<file path="src/rtl/bcd_display_scan_if.sv">
// bcd_display_scan_if
//   Bundles the data and display signals of the BCD display scanner.
//   master : producer/observer side (drives digits and controls, reads display)
//   slave  : scanner side (reads digits and controls, drives display)
//   digits      16  {d3,d2,d1,d0}, d0 = tenths
//   dp_mask      4  decimal point enable per digit
//   lz_blank     1  leading-zero suppression enable
//   blank        1  force display dark (live)
//   an           4  anode selects, active-low
//   seg          7  segments {g,f,e,d,c,b,a}, active-low
//   dp           1  decimal point, active-low
//   frame_start  1  one-cycle pulse when a new snapshot is taken
interface bcd_display_scan_if;
   logic [15:0] digits;
   logic [3:0]  dp_mask;
   logic        lz_blank;
   logic        blank;
   logic [3:0]  an;
   logic [6:0]  seg;
   logic        dp;
   logic        frame_start;

   modport master (
      output digits, dp_mask, lz_blank, blank,
      input  an, seg, dp, frame_start
   );

   modport slave (
      input  digits, dp_mask, lz_blank, blank,
      output an, seg, dp, frame_start
   );
endinterface

</file>
<file path="src/rtl/bcd_display_scan.sv">
// bcd_display_scan
//   Time-multiplexes four BCD digits onto a common-anode 4-digit seven-segment
//   display. Inputs are snapshotted once per frame so a counter rollover in
//   the middle of a scan never shows a torn value.
//   clk5   system clock
//   reset  synchronous, active-high
//   bus    bcd_display_scan_if.slave (digits/controls in, an/seg/dp/frame_start out)
module bcd_display_scan #(
   parameter int REFRESH_DIV = 20000,
   parameter int BLANK_CYC   = 16
) (
   input logic               clk5,
   input logic               reset,
   bcd_display_scan_if.slave bus
);

   localparam int            CW        = (REFRESH_DIV > 1) ? $clog2(REFRESH_DIV) : 1;
   localparam logic [CW-1:0] CNT_LAST  = CW'(REFRESH_DIV - 1);
   localparam logic [CW-1:0] CNT_BLANK = CW'(BLANK_CYC);

   // Seven-segment decode, gfedcba active-low; non-BCD codes show a dash.
   function automatic logic [6:0] seg_decode(input logic [3:0] code);
      logic [6:0] s;
      case (code)
         4'd0:    s = 7'b1000000;
         4'd1:    s = 7'b1111001;
         4'd2:    s = 7'b0100100;
         4'd3:    s = 7'b0110000;
         4'd4:    s = 7'b0011001;
         4'd5:    s = 7'b0010010;
         4'd6:    s = 7'b0000010;
         4'd7:    s = 7'b1111000;
         4'd8:    s = 7'b0000000;
         4'd9:    s = 7'b0010000;
         default: s = 7'b0111111;
      endcase
      return s;
   endfunction

   // A digit is a suppressible leading zero when it and every more significant
   // digit are zero and none of them carries a decimal point. Digit 0 always shows.
   function automatic logic lz_suppressed(input logic [1:0]  pos,
                                          input logic [15:0] dig,
                                          input logic [3:0]  mask,
                                          input logic        lz);
      logic sup;
      case (pos)
         2'd1:    sup = lz && (dig[15:4]  == 12'd0) && (mask[3:1] == 3'd0);
         2'd2:    sup = lz && (dig[15:8]  == 8'd0)  && (mask[3:2] == 2'd0);
         2'd3:    sup = lz && (dig[15:12] == 4'd0)  && (mask[3]   == 1'b0);
         default: sup = 1'b0;
      endcase
      return sup;
   endfunction

   logic [CW-1:0] cnt_r;
   logic [1:0]    idx_r;
   logic [15:0]   snap_digits_r;
   logic [3:0]    snap_mask_r;
   logic          snap_lz_r;
   logic [3:0]    an_r;
   logic [6:0]    seg_r;
   logic          dp_r;
   logic          frame_start_r;

   logic          tick_s;
   logic          frame_end_s;
   logic [3:0]    digit_s;
   logic          sup_s;
   logic          lit_s;
   logic [3:0]    an_s;
   logic [6:0]    seg_s;
   logic          dp_s;

   // Slot-end and frame-end strobes from the prescaler.
   always_comb begin
      tick_s      = (cnt_r == CNT_LAST);
      frame_end_s = tick_s && (idx_r == 2'd3);
   end

   // Prescaler and slot index; blank never disturbs the scan phase.
   always_ff @(posedge clk5) begin
      if (reset) begin
         cnt_r <= '0;
         idx_r <= 2'd0;
      end else if (tick_s) begin
         cnt_r <= '0;
         idx_r <= idx_r + 2'd1;
      end else begin
         cnt_r <= cnt_r + CW'(1);
      end
   end

   // Per-frame snapshot of the inputs and the frame_start pulse.
   always_ff @(posedge clk5) begin
      if (reset) begin
         snap_digits_r <= 16'd0;
         snap_mask_r   <= 4'd0;
         snap_lz_r     <= 1'b0;
         frame_start_r <= 1'b0;
      end else if (frame_end_s) begin
         snap_digits_r <= bus.digits;
         snap_mask_r   <= bus.dp_mask;
         snap_lz_r     <= bus.lz_blank;
         frame_start_r <= 1'b1;
      end else begin
         frame_start_r <= 1'b0;
      end
   end

   // Select the digit of the current slot from the snapshot.
   always_comb begin
      case (idx_r)
         2'd0:    digit_s = snap_digits_r[3:0];
         2'd1:    digit_s = snap_digits_r[7:4];
         2'd2:    digit_s = snap_digits_r[11:8];
         2'd3:    digit_s = snap_digits_r[15:12];
         default: digit_s = 4'd0;
      endcase
   end

   // Next display outputs: dark during blank or the anti-ghosting interval,
   // segments/dp dark for suppressed leading zeros while the anode still scans.
   always_comb begin
      an_s  = 4'b1111;
      seg_s = 7'b1111111;
      dp_s  = 1'b1;
      sup_s = lz_suppressed(idx_r, snap_digits_r, snap_mask_r, snap_lz_r);
      lit_s = !bus.blank && (cnt_r >= CNT_BLANK);
      if (lit_s) begin
         an_s = ~(4'b0001 << idx_r);
         if (sup_s) begin
            seg_s = 7'b1111111;
            dp_s  = 1'b1;
         end else begin
            seg_s = seg_decode(digit_s);
            dp_s  = ~snap_mask_r[idx_r];
         end
      end else begin
         an_s  = 4'b1111;
         seg_s = 7'b1111111;
         dp_s  = 1'b1;
      end
   end

   // Registered display outputs.
   always_ff @(posedge clk5) begin
      if (reset) begin
         an_r  <= 4'b1111;
         seg_r <= 7'b1111111;
         dp_r  <= 1'b1;
      end else begin
         an_r  <= an_s;
         seg_r <= seg_s;
         dp_r  <= dp_s;
      end
   end

   assign bus.an          = an_r;
   assign bus.seg         = seg_r;
   assign bus.dp          = dp_r;
   assign bus.frame_start = frame_start_r;

endmodule

</file>
<file path="src/flat_wrapper.sv">
// flat-port wrapper written by rule: the top's interface ports become plain ports
module bcd_display_scan_flat 
#(
   parameter int REFRESH_DIV = 20000,
   parameter int BLANK_CYC   = 16
)
  (clk5, reset, bus_digits, bus_dp_mask, bus_lz_blank, bus_blank, bus_an, bus_seg, bus_dp, bus_frame_start);
  bcd_display_scan_if bus_i ();
  input logic clk5;
  input logic reset;
  input wire logic [$bits(bus_i.digits)-1:0] bus_digits;
  input wire logic [$bits(bus_i.dp_mask)-1:0] bus_dp_mask;
  input wire logic [$bits(bus_i.lz_blank)-1:0] bus_lz_blank;
  input wire logic [$bits(bus_i.blank)-1:0] bus_blank;
  output wire logic [$bits(bus_i.an)-1:0] bus_an;
  output wire logic [$bits(bus_i.seg)-1:0] bus_seg;
  output wire logic [$bits(bus_i.dp)-1:0] bus_dp;
  output wire logic [$bits(bus_i.frame_start)-1:0] bus_frame_start;
  assign bus_i.digits = bus_digits;
  assign bus_i.dp_mask = bus_dp_mask;
  assign bus_i.lz_blank = bus_lz_blank;
  assign bus_i.blank = bus_blank;
  assign bus_an = bus_i.an;
  assign bus_seg = bus_i.seg;
  assign bus_dp = bus_i.dp;
  assign bus_frame_start = bus_i.frame_start;
  bcd_display_scan #(.REFRESH_DIV(REFRESH_DIV), .BLANK_CYC(BLANK_CYC)) u_core (.clk5(clk5), .reset(reset), .bus(bus_i));
endmodule
</file>
<file path="config.mk">
export PLATFORM = sky130hd
export DESIGN_NAME = bcd_display_scan_flat
export DESIGN_NICKNAME = d
export VERILOG_FILES = /design/src/rtl/bcd_display_scan_if.sv /design/src/rtl/bcd_display_scan.sv /design/src/flat_wrapper.sv
export SDC_FILE = /design/constraint.sdc
export NUM_CORES = 1
export LEC_CHECK = 0
export ABC_AREA = 1
export CORE_MARGIN = 2
export CORE_UTILIZATION = 45
export CTS_BUF_LIST = sky130_fd_sc_hd__clkbuf_2 sky130_fd_sc_hd__clkbuf_4 sky130_fd_sc_hd__clkbuf_8
export DETAILED_ROUTE_END_ITERATION = 8
export DONT_BUFFER_PORTS = 1
export PLACE_DENSITY = 0.62
export SLEW_MARGIN = 20
export SYNTH_ARGS = -nofsm -noshare
export SYNTH_HDL_FRONTEND = slang
export SYNTH_SLANG_ARGS = --single-unit
</file>
<file path="constraint.sdc">
create_clock -name clk5 -period 2.1 [get_ports clk5]
set_input_delay 0.42 -clock clk5 [delete_from_list [all_inputs] [get_ports clk5]]
set_output_delay 0.42 -clock clk5 [all_outputs]
set_load 0.1 [all_outputs]
</file>
==> flow_summary.json <==
{
  "rsz0062_at_grt": "false",
  "grt.total_usage_pct": 17.9,
  "p_total_mw": 1.80,
  "syn_inst": 329,
  "synth_edf_count": 0,
  "cts_tree": "built",
  "die_y_um": 77.6,
  "regArea_um2": 1020,
  "wl_per_cell_um": 11.9,
  "yosysSeqAreaShare_pct": 41.8,
  "power.leakage_nw": 1.20,
  "syn_area_per_cell_um2": 7.42,
  "place.gp.congestion": 0.867,
  "synth_cell_type_count": 35,
  "htree_levels": 2,
  "drv_cap": 0,
  "crit_type": "flop to flop",
  "cts_buffer_depth": 2,
  "via_per_inst": 4.88,
  "worst_setup_path_start_kind": "flop",
  "cts_root_buffer": "clkbuf_8",
  "drt_iter0_drc": 56,
  "start_util_pct": 47.2,
  "grt-ovfl-total": 0,
  "route.vias.total": 2038,
  "clock_sinks": 51,
  "powerDensity_nw_per_um2": 652,
  "hold_viol": 0,
  "grt_pass1_wl_um": 8720,
  "ant_nets": 0,
  "n_fill_cell": 515,
  "worst_slew_pin_slew_ns": 0.528,
  "critPathLaunch": "u_core.idx_r[1]",
  "drive_gt1_share_pct": 19.8,
  "clock_skew_ns": 0.00500,
  "syn-num-nets": 363,
  "grt_max_degree": 24,
  "tns_ns": 0,
  "synth-seq-cells": 51,
  "hp-start": "reset",
  "place.port_buffers": 0,
  "r2r_start": "u_core.idx_r[1]",
  "max_freq_mhz": 532,
  "rows": 26,
  "die_area_um2": 6030,
  "clkLatencyLatePin_ns": 0.31,
  "hpwl_um": 3590,
  "area_growth_pct": 13.5,
  "ir_worst_vdd_mv": 0.312,
  "die_w_um": 77.6,
  "finalWirelength_um": 4960,
  "grt_pass1_vias": 1966,
  "drc": 0,
  "diodes": 0,
  "cts_buffers": 5,
  "multiInputGateArea_um2": 1250,
  "clk_pin_slew_worst_paths_ns": 0.09,
  "hold_class": "primary input to flop",
  "antenna_found_initial": 0,
  "arrival_ns": 2.07,
  "relSlewSlack_pct": 64.7,
  "period_minus_slack_ns": 1.88,
  "synthArstFlopShare_pct": 0,
  "status": "finished, final reports clean",
  "nets": 381,
  "crit_required_ns": 2.29,
  "crit_fanout": 10,
  "pin_count": 37,
  "drv_slew": 0,
  "critPathCaptureType": "flop",
  "setup_viol": 0,
  "yosys_most_used_dff": "dfxtp_1",
  "core_area_um2": 5170,
  "yosysWarnings": 0,
  "cts.hold.buffers_added": 0,
  "synth_area_um2": 2440,
  "fin_crit_sh_pct": 89.6,
  "first_pass_iters": 4
}
state kept, by name, summed over array words and instances, names as in the netlist:
register,count
u_core.bus.seg,7
u_core.bus.frame_start,1
u_core.cnt_r,15
u_core.snap_mask_r,4
u_core.bus.an,4
u_core.snap_lz_r,1
u_core.snap_digits_r,16
u_core.bus.dp,1
u_core.idx_r,2
cell usage after synthesis (4+ instances only):
master	n	area [um^2]
a21oi_1	10	50.1
buf_6	4	45.0
dfxtp_1	51	1020
ha_1	10	125
inv_1	26	97.6
nand2_1	65	244
nand3_1	19	95.1
nand4_1	5	31.3
nor2_1	56	210
nor2_2	21	131
nor3_1	5	25.0
o21ai_0	12	60.1
o21ai_1	14	70.1
stage by stage:
stage	util, %	instances	hold slack, ns	instance area [um^2]	setup slack [ns]
floorplan	-	329	0.430	2440	0.274
global placement	50.6	410	0.452	2620	0.153
detailed placement	50.6	410	0.461	2620	0.105
CTS	53.2	418	0.159	2750	0.0728
global route	53.5	418	0.154	2770	0.0324
finish	53.5	418	0.171	2770	0.219
cells in the final DEF (no fill, tap or decap), types with 4 or more instances in the layout:
cell       n
a21oi_1   10
nand4_1    5
nand3_1   19
inv_1     25
nand2_1   65
dfxtp_1   49
nor2_1    55
clkbuf_8   5
o21ai_0   12
nor3_1     5
inv_2      4
o21ai_1   14
buf_4     17
ha_1       8
nor2_2    22
critical path: stages (launching register included):
cell	delay [ns]
dfxtp_2	0.38
inv_1	0.10
ha_1	0.21
inv_2	0.14
nand2_1	0.11
o21ai_4	0.20
inv_2	0.08
ha_1	0.20
inv_1	0.05
nand3_1	0.07
nand2_1	0.06
inv_1	0.05
nand2_1	0.05
nand3_1	0.07
repair_timing:
action,CTS,global route
setup endpoints to repair,0,6
buffers inserted,0,0
hold endpoints to repair,0,0
resized for setup,0,7
cell families after synthesis:
logic type               after synthesis  synth area share, %
buffers and inverters                 38                 7.33
XOR/XNOR                               4                 1.44
adder cells (fa/ha/maj)               10                 5.13
AND/OR/NAND/NOR                      185                 35.3
flip-flops                            51                 41.8
AO/OA/AOI/OAI                         41                 8.92
routing by layer:
metal	wire, um	GRT usage [%]	vias up
li1	-	-	1078
met1	2450	22.8	921
met2	2290	30.3	34
met3	173	3.95	5
met4	54	5.54	0
met5	0	0	-
final timing paths:
path / cells after the start / end / slack [ns]
max reg2reg: 13 / u_core.bus.seg[5] / 0.22
max: 13 / u_core.bus.seg[5] / 0.22
min: 1 / u_core.bus.frame_start / 0.17
min reg2reg: 1 / u_core.cnt_r[0] / 0.48
layout make-up:
| cell class | instances | area share (%) |
|---|---|---|
| tap | 70 | 3.16 |
| inverter | 31 | 4.29 |
| sequential | 51 | 37.0 |
| clock buffer | 5 | 2.49 |
| clock inverter | 3 | 2.44 |
| multi-input combinational | 240 | 45.3 |
| timing repair buffer | 18 | 5.33 |
power by group:
part,leakage [nW],internal [mW],switching [mW]
combinational,0.719,0.00768,0.0159
clock,0.0644,0.475,0.331
sequential,0.413,0.971,0.00398
Power figures use the tool's default switching activity.
